File: config.mk
export PLATFORM = sky130hd
export DESIGN_NAME = pipe_stage_reg
export DESIGN_NICKNAME = d
export VERILOG_FILES = /design/src/rtl/pipe_stage_reg_pkg.sv /design/src/rtl/pipe_stage_reg_sat_counter.sv /design/src/rtl/pipe_stage_reg.sv
export SDC_FILE = /design/constraint.sdc
export NUM_CORES = 1
export LEC_CHECK = 0
export ABC_AREA = 1
export ABC_CLOCK_PERIOD_IN_PS = 2900
export CORE_MARGIN = 8
export CORE_UTILIZATION = 47
export CTS_CLUSTER_DIAMETER = 60
export CTS_CLUSTER_SIZE = 10
export DETAILED_ROUTE_END_ITERATION = 10
export GPL_TIMING_DRIVEN = 1
export PLACE_DENSITY = 0.87
export SETUP_SLACK_MARGIN = 0.4
export SLEW_MARGIN = 20
export SYNTH_ARGS = -nofsm -noshare
export SYNTH_HDL_FRONTEND = slang
export SYNTH_SLANG_ARGS = --single-unit
File: constraint.sdc
create_clock -name Clk -period 2.9 [get_ports Clk]
set_clock_uncertainty 0.05 [all_clocks]
set_input_delay 0.29 -clock Clk [delete_from_list [all_inputs] [get_ports Clk]]
set_output_delay 0.29 -clock Clk [all_outputs]
set_load 0.02 [all_outputs]
File: src/rtl/pipe_stage_reg_pkg.sv
// Shared pipeline definitions: stall polarity, bus widths, stage indices,
// per-stage NOP field encodings and the per-cycle register action decode.
package pipe_stage_reg_pkg;

  localparam logic STOP   = 1'b1;
  localparam logic NOSTOP = 1'b0;

  localparam int unsigned STALL_BUS_W = 6;

  typedef enum logic [2:0] {
    STG_IF  = 3'd0,
    STG_ID  = 3'd1,
    STG_EX  = 3'd2,
    STG_MEM = 3'd3,
    STG_WB  = 3'd4
  } stg_e;

  localparam logic [7:0] EXE_NOP_OP   = 8'b0000_0000;
  localparam logic [2:0] EXE_RES_NOP  = 3'b000;
  localparam logic [4:0] NOP_REG_ADDR = 5'b00000;

  typedef enum logic [1:0] {
    ACT_ADVANCE,
    ACT_HOLD,
    ACT_BUBBLE,
    ACT_FLUSH
  } act_e;

  // Flush beats every stall pattern; up=0 with dn=1 falls through to advance.
  function automatic act_e decode_act(input logic flush, input logic up, input logic dn);
    if (flush)          return ACT_FLUSH;
    else if (up && !dn) return ACT_BUBBLE;
    else if (up && dn)  return ACT_HOLD;
    else                return ACT_ADVANCE;
  endfunction

endpackage

File: src/rtl/pipe_stage_reg_sat_counter.sv
// Saturating event counter with synchronous clear that outranks increment.
module sat_counter
  import pipe_stage_reg_pkg::*;
#(
  parameter int unsigned CNT_W = 16
) (
  input  logic             Clk,
  input  logic             Rst_n,
  input  logic             inc,
  input  logic             clr,
  output logic [CNT_W-1:0] count
);

  always_ff @(posedge Clk or negedge Rst_n) begin
    if (!Rst_n)
      count <= '0;
    else if (clr)
      count <= '0;
    else if (inc && (count != '1))
      count <= count + 1'b1;
  end

endmodule

File: src/rtl/pipe_stage_reg.sv
// Inter-stage pipeline register with flush/bubble/hold control from the
// central stall vector and saturating bubble/flush event counters.
module pipe_stage_reg
  import pipe_stage_reg_pkg::*;
#(
  parameter int unsigned       DATA_W     = 128,
  parameter int unsigned       STICKY_W   = 1,
  parameter int unsigned       STALL_W    = STALL_BUS_W,
  parameter int unsigned       STAGE_IDX  = 32'(STG_EX),
  parameter logic [DATA_W-1:0] BUBBLE_VAL = '0,
  parameter logic [STICKY_W-1:0] STICKY_RST = '0,
  parameter int unsigned       CNT_W      = 16
) (
  input  logic                Clk,
  input  logic                Rst_n,
  input  logic [STALL_W-1:0]  stall,
  input  logic                flush_i,
  input  logic                in_valid_i,
  input  logic [DATA_W-1:0]   in_data_i,
  input  logic [STICKY_W-1:0] in_sticky_i,
  input  logic                cnt_clr_i,
  output logic                out_valid_o,
  output logic [DATA_W-1:0]   out_data_o,
  output logic [STICKY_W-1:0] out_sticky_o,
  output logic [CNT_W-1:0]    bubble_cnt_o,
  output logic [CNT_W-1:0]    flush_cnt_o
);

  if (STAGE_IDX > STALL_W - 2) begin : g_bad_stage_idx
    $fatal(1, "pipe_stage_reg: STAGE_IDX %0d out of range for STALL_W %0d", STAGE_IDX, STALL_W);
  end

  logic up;
  logic dn;
  act_e act;
  logic bubble_inc;
  logic flush_inc;

  always_comb begin
    up  = (stall[STAGE_IDX]   == STOP);
    dn  = (stall[STAGE_IDX+1] == STOP);
    act = decode_act(flush_i, up, dn);
  end

  always_ff @(posedge Clk or negedge Rst_n) begin
    if (!Rst_n) begin
      out_valid_o  <= 1'b0;
      out_data_o   <= BUBBLE_VAL;
      out_sticky_o <= STICKY_RST;
    end else begin
      unique case (act)
        ACT_FLUSH: begin
          out_valid_o  <= 1'b0;
          out_data_o   <= BUBBLE_VAL;
          out_sticky_o <= STICKY_RST;
        end
        // Sticky sideband survives a bubble so delay-slot state is kept.
        ACT_BUBBLE: begin
          out_valid_o <= 1'b0;
          out_data_o  <= BUBBLE_VAL;
        end
        ACT_HOLD: ;
        ACT_ADVANCE: begin
          out_valid_o  <= in_valid_i;
          out_data_o   <= in_data_i;
          out_sticky_o <= in_sticky_i;
        end
        default: ;
      endcase
    end
  end

  always_comb begin
    bubble_inc = (act == ACT_BUBBLE);
    flush_inc  = (act == ACT_FLUSH) && out_valid_o;
  end

  sat_counter #(.CNT_W(CNT_W)) u_bubble_cnt (
    .Clk   (Clk),
    .Rst_n (Rst_n),
    .inc   (bubble_inc),
    .clr   (cnt_clr_i),
    .count (bubble_cnt_o)
  );

  sat_counter #(.CNT_W(CNT_W)) u_flush_cnt (
    .Clk   (Clk),
    .Rst_n (Rst_n),
    .inc   (flush_inc),
    .clr   (cnt_clr_i),
    .count (flush_cnt_o)
  );

  // Ctrl stalls are monotonic: a stopped stage implies every earlier stage is
  // stopped, which in particular rules out up=0 with dn=1 for this register.
  a_stall_monotonic: assert property (@(posedge Clk) disable iff (!Rst_n)
    (((stall >> 1) & ~stall) == '0))
    else $error("pipe_stage_reg: non-monotonic stall vector %b", stall);

endmodule

# Word-level counts from Yosys, hierarchy flattened
# Cells that the tools add are included.
# W data, S select, Z words.
# classes
add_sub_neg	2
eq_ne	4
n_mux	10
n_reduce_logical	12
# op_table
cell	n
$pmux W128 S2	1
$mux W16	4
$add A16 B1 Y16 const B	2
$ne A16 B16 Y1 const B	2
$reduce_bool A2 Y1	4
$logic_and A1 B1 Y1	5
$eq A2 B2 Y1 const B	2
$mux W2	2
$pmux W1 S2	2
$logic_not A2 Y1	1
$reduce_or A2 Y1	1
$logic_not A1 Y1	1
$mux W1	1
# totals
reg_bits	162
in_bits	140
output_inout_bits	162
wordCells	33

# Depth between registers and ports, before layout
# Gate-level depths: netlist of the first run.
# depth
word_depth	9
ltp_mapped	9
depth_no_buf	9

# Modules after synthesis
# From an unflattened synthesis of the first run, not the netlist that was laid out.
# unflattened
cells_unflattened	866
hier_area_um2	7263.2
# by_module_without_submodules
mod	instances	cells_per_inst	area_per_inst_um2	seq_area_each_um2
pipe_stage_reg	1	578	5188.7	3253.1
sat_counter	2	144	1037.2	400.4

# Worst setup path after synthesis of the first run
# OpenSTA, ideal clock, no wires.
# synth_path
kind	register -> register
start	reg u_flush_cnt.count[0]
end	reg u_flush_cnt.count[2]
setup_time_ps	118
arrival_time_ps	1409
t_required_ps	2732
path_slack_ps	1323
stages_incl_launch_ff	10
n_path_buf	0
synth_period_minus_slack_ps	1577
cell_sequence	dfrtp_1 -> ha_1 -> nand2_1 -> nor2_2 -> nand2_1 -> nor2_2 -> nor2_2 -> nor2_4 -> nand2_1 -> nand2_1
# synth_via
elab_chain_cells	3
elab_cells_between_ends	6
classes_between	add/sub (1); eq/ne (1); mux (2); reduce/logical (2)
# synth_lines
element	line_no	source
start: declaration	pipe_stage_reg_sat_counter.sv:11	output logic [CNT_W-1:0] count
start signal: assignment	pipe_stage_reg_sat_counter.sv:20	count <= count + 1'b1;
$add A16 B1 Y16 or $ne A16 B16 Y1 (tied branches)	pipe_stage_reg_sat_counter.sv:20, pipe_stage_reg_sat_counter.sv:19	
$mux W16 or $logic_and A1 B1 Y1 (tied branches)	pipe_stage_reg_sat_counter.sv:19	else if (inc && (count != '1))
$mux W16 or $reduce_bool A2 Y1 (tied branches)	--	
# Several ways; a longest one is shown, not always the timed one. The select of a mux whose other input is x is not followed.
# A chain may end at the register's enable or synchronous reset.

# Worst setup path in the final report of the first run
# layout_path
start	reg u_bubble_cnt.count[7]
end	out bubble_cnt_o[7]
# layout_rtl
element	line_no	source
start: declaration	pipe_stage_reg_sat_counter.sv:11	
start signal: assignment	pipe_stage_reg_sat_counter.sv:20	
end: declaration	pipe_stage_reg.sv:25	output logic [CNT_W-1:0] bubble_cnt_o,
# No word-level cell between the ends.

==> results of run 1 <==
through the flow:
stage	cell area (um2)	hold slack [ns]	total power, mW
CTS	11100	0.0156	5.59
global route	11100	0.0386	5.74
global placement	10500	0.453	3.19
finish	11100	-0.134	5.55
detailed placement	10500	0.466	3.21
floorplan	7320	-0.0556	2.73
power groups by stage:
stage | clock, mW | combinational, mW | sequential, mW
2_1_floorplan | 0 | 0.181 | 2.55
3_3_place_gp | 0 | 0.756 | 2.43
3_5_place_dp | 0 | 0.769 | 2.44
4_1_cts | 2.42 | 0.776 | 2.40
5_1_grt | 2.50 | 0.826 | 2.41
6_report | 2.38 | 0.769 | 2.40
state kept, by name, summed over array words and instances (netlist names):
name and cells:
out_data_o 128, u_bubble_cnt.count 16, out_sticky_o 1, u_flush_cnt.count 16, out_valid_o 1
layer usage:
layer	GRT usage, %	routed length, um
met4	11.4	945
met2	39.3	11600
met1	24.2	8210
met3	9.79	2310
met5	0	0
cell type report:
cell class              count  area share, %
multi-input cells         375           18.3
well taps                 188           2.12
flip-flops and latches    162           36.6
repair buffers            303           27.5
inverters                 293           9.92
clock buffers              22           4.28
clock inverters             8           1.38
logic make-up after synthesis:
family          Yosys count  synth area share (%)
flops                   162                  55.3
fa+ha+maj                 2                 0.342
simple gates            207                  12.8
xor+xnor                 14                  1.67
buf+inv                 327                  17.2
compound gates          152                  12.6
synth_stat cells, types with 12 or more instances:
| cell | n | area share (%) |
|---|---|---|
| nand2_1 | 101 | 5.2 |
| clkbuf_1 | 15 | 0.77 |
| inv_1 | 292 | 15 |
| o22ai_1 | 129 | 11 |
| nor2_2 | 12 | 1.0 |
| xor2_1 | 14 | 1.7 |
| buf_2 | 13 | 0.89 |
| nand3_1 | 50 | 3.4 |
| nor2_1 | 26 | 1.3 |
| o21ai_0 | 16 | 1.1 |
| dfrtp_1 | 162 | 55 |
path summary, 6_finish.rpt:
kind | slack, ns | endpoint | startpoint
max in group asynchronous | 2.12 | u_flush_cnt.count[4] | Rst_n
hold / removal | -0.13 | u_flush_cnt.count[7] | Rst_n
setup / recovery | 0.97 | bubble_cnt_o[7] | u_bubble_cnt.count[7]
min in group Clk | 0.37 | out_data_o[41] | in_data_i[41]
hold reg to reg | 0.48 | out_sticky_o | out_sticky_o
setup reg to reg | 1.12 | u_flush_cnt.count[1] | u_flush_cnt.count[0]
==> reports/results.tsv, run 1 <==
metric	value	unit
h-tree-depth	4	
ir_worst_vdd	356	uV
fin_ws	0.974	ns
r2r_cells	8	
clk_path_buf_depth	2	
final_cell_mix	296 x clkdlybuf4s50_1, 292 x inv_1, 162 x dfrtp_1	
place.port_buffers	297	
die_w	141	um
drive_above_1_share	4.82	%
path_class	register to output port	
tightest_slew	0.968	ns
path_max_fanout	6	
status	finished, violations left	
powerDensity	501	nW/um2
synth_edf_count	0	
dp_slack	0.884	ns
area_growth	51.4	%
drv_cap	0	
yosysWarnings	0	
ctsResizeCount	0	
finalSetupTns	0	ns
antenna_found_initial	0	
period_minus_slack	1.93	ns
slew-limit-headroom	35.5	%
synth_top_flop_cell	dfrtp_1	
num_vias	6737	
path_clk_slew	0.06	ns
cp_num_buf_inv	1	
syn_inst	864	
multi_input_area	2030	um2
grt_overflow	0	
grt_pass1_wl	35.9	mm
p_leak	5.26	nW
holdWs	-0.134	ns
die_area	19800	um2
crit_required	2.56	ns
cts.hold.buffers_added	0	
post-route-period-util	66.4	%
seq_area	4050	um2
synth_nets	1006	
fmax	519	MHz
drtIter0Drc	449	
finalCoreUtilization	72.9	%
critical-path-top-delay-family	buffers and inverters	
fp-row-count	45	
p_clk_share	42.9	%
cts-buffers-inserted	17	
synth_seq_cells	162	
final_common_cell	clkdlybuf4s50_1	
coreArea	15200	um2
post_cts.repair.setup_buffers	0	
clkSinkCount	162	
netlist_area	7320	um2
slowest_delay	0.67	ns
async_reset_ff_share	100	%
fin_nets	1294	
hold_violations	50	
dp_hpwl	16.7	mm
drv_slew	0	
drc	0	
num_io_pins	302	
die_y	141	um
path_cells	clkdlybuf4s50_1	
slowest_stage	clkdlybuf4s50_1	
start_util	48.2	%
synth_area_per_cell	8.48	um2
wire_per_inst	17.1	um
cts_tree	yes	
clk_latency	0.41	ns
power_frac_comb	13.9	%
first_pass_iters	5	
ys_seq_area_share	55.3	%
cts_root_buf	clkbuf_16	
globalplace.congestion	0.853	
synthDistinctLibCells	23	
worstSetupPathDepth	1	
nFillCells	1056	
swShare	23.7	%
hold_path_class	input pin to async pin	
final_cells	1351	
ant_nets	0	
totalWireLength	23.1	mm
p_switching	1.32	mW
grt_setup_unrepaired	no	
finalSetupViolations	0	
num_antenna_cells	0	
grt_max_degree	163	
gr-usage-all-layers	23.1	%
placedCellCount	1321	
arrival	1.59	ns
setup.worst_path.end_class	output port	
startpoint_type	register	
vias_per_cell	4.99	
grt_pass1_vias	6830	
p_int	4.23	mW
violations	hold timing	
power_frac_seq	43.2	%
No activity file was read; power rests on OpenSTA's default activity.
==> run 2: changes to the inputs <==
ABC_CLOCK_PERIOD_IN_PS = 1800   (was 2900)
CORE_UTILIZATION = 43   (was 47)
PLACE_DENSITY = 0.8   (was 0.87)
clock period = 1.8 ns   (was 2.9 ns; I/O delays follow)
==> run 2 against run 1 <==
The flow now finishes without violations. Via count rose by 3.2%. Cell count rose by 6.4%. Clock power rose by 50%. Utilization fell by 2.8 points. Non-clock buffer count rose by 48. Hold slack improved by 0.38 ns. Critical endpoint is now u_flush_cnt.count[4]. Largest cell class unchanged.
==> reports/results.tsv, run 2 (synthesized netlist as in run 1, its figures left out) <==
metric	value	unit
status	completed	
area_growth	59.4	%
swShare	25.5	%
clk_latency	0.41	ns
die_y	147	um
cts_root_buf	clkbuf_16	
ir_worst_vdd	611	uV
ant_nets	0	
p_clk_share	41.3	%
clkSinkCount	162	
grt_max_degree	48	
drive_above_1_share	18.4	%
wire_per_inst	17.1	um
power_frac_comb	14.1	%
totalWireLength	24.6	mm
path_clk_slew	0.06	ns
num_io_pins	302	
place.port_buffers	297	
reg2reg_slack	0.34	ns
dp_hpwl	17.7	mm
finalCoreUtilization	70.2	%
finalSetupTns	0	ns
reg.largest.list	out_data_o (128), u_bubble_cnt.count (16), u_flush_cnt.count (16)	
tightest_slew	0.500	ns
largest_reg_flops	128	
vias_per_cell	4.84	
p_leak	5.93	nW
fin_nets	1344	
die_w	147	um
path_class	register to register	
placedCellCount	1369	
r2r-end	u_flush_cnt.count[4]	
slew-limit-headroom	66.6	%
final_cell_mix	291 x inv_1, 137 x dfrtp_1, 134 x clkdlybuf4s50_1	
final_cells	1437	
crit_required	2.05	ns
grt_pass1_wl	38.0	mm
hold_violations	0	
globalplace.congestion	0.851	
die_area	21500	um2
startpoint_type	register	
post-route-period-util	81.1	%
power_frac_seq	44.7	%
drc	0	
h-tree-depth	4	
largest_register	out_data_o	
gr-usage-all-layers	22.4	%
grt_pass1_vias	7108	
num_vias	6950	
final_common_cell	inv_1	
drv_slew	0	
hold_path_class	input pin to async pin	
finalSetupViolations	0	
placed_cell_area	10800	um2
start_util	44.0	%
r2r-start	u_flush_cnt.count[13]	
final_area	11700	um2
grt_setup_unrepaired	yes	
period_minus_slack	1.46	ns
drtIter0Drc	343	
powerDensity	740	nW/um2
setup.worst_path.end_class	register	
total_power	8.65	mW
cts-buffers-inserted	17	
p_int	6.44	mW
path_max_fanout	6	
r2r_cells	8	
clk_path_buf_depth	2	
coreArea	16600	um2
antenna_found_initial	2	
fp-row-count	47	
arrival	1.71	ns
grt_overflow	0	
drv_cap	0	
first_pass_iters	5	
p_switching	2.21	mW
fmax	685	MHz
cts_tree	yes	
## run 2: final cells by class
type	count	area, um2
Antenna cell	2	5.00
Clock buffer	20	447
Clock inverter	12	131
Fill cell	1286	4970
Inverter	293	1100
Multi-Input combinational cell	377	2330
Sequential cell	162	4090
Tap cell	220	275
Timing Repair Buffer	351	3300
## run 2: through the flow
step | hold slack (ns) | worst slack, ns
after detailed placement | 0.114 | -0.0214
after global placement | 0.112 | 0.0280
final | 0.247 | 0.340
after floorplan | -0.166 | 0.399
after CTS | 0.234 | 0.294
after global routing | 0.250 | 0.256
## run 2: routing by layer
metal  global-route usage [%]  vias up  share of wire [%]
li1                         -     3342                  -
met2                     38.5      281                 52
met3                     8.99       49                9.0
met1                     23.9     3278                 36
met5                        0        -                  0
met4                     9.38        0                3.1
## run 2: worst max-delay path, cell delays in order, from the launching register on
cell      delay [ns]
dfrtp_2         0.42
nand2_1         0.10
nor2_1          0.18
nand2_1         0.12
nor2_4          0.14
nor2_4          0.06
buf_12          0.13
nand3b_1        0.08
nand2_1         0.06
## run 2: power by group through the flow
stage	Combinational [mW]	Sequential, mW	Clock [mW]
6_report	1.22	3.86	3.57
5_1_grt	1.32	3.88	3.81
4_1_cts	1.22	3.86	3.66
3_5_place_dp	1.29	3.93	0
3_3_place_gp	1.28	3.92	0
2_1_floorplan	0.293	4.10	0
## run 2: worst max-delay path by stage
stage	from	to	slack (ns)	depth (start not counted)
2_1_floorplan	u_flush_cnt.count[1]	u_flush_cnt.count[2]	0.40	9
3_5_place_dp	flush_i	u_bubble_cnt.count[2]	-0.02	9
3_3_place_gp	stall[2]	u_bubble_cnt.count[11]	0.03	5
4_1_cts	u_flush_cnt.count[0]	flush_cnt_o[0]	0.29	2
5_1_grt	u_flush_cnt.count[13]	u_flush_cnt.count[4]	0.26	8
6_report	u_flush_cnt.count[13]	u_flush_cnt.count[4]	0.34	8
## run 2: repair_timing
action                                  4_1_cts  5_1_grt
gates resized for setup                     282      146
gates cloned                                  2        0
hold endpoints to repair                     40        0
endpoints found under the setup margin      194      117
setup buffers                                14       17
hold buffers                                  1        0
pin swaps                                    12       17
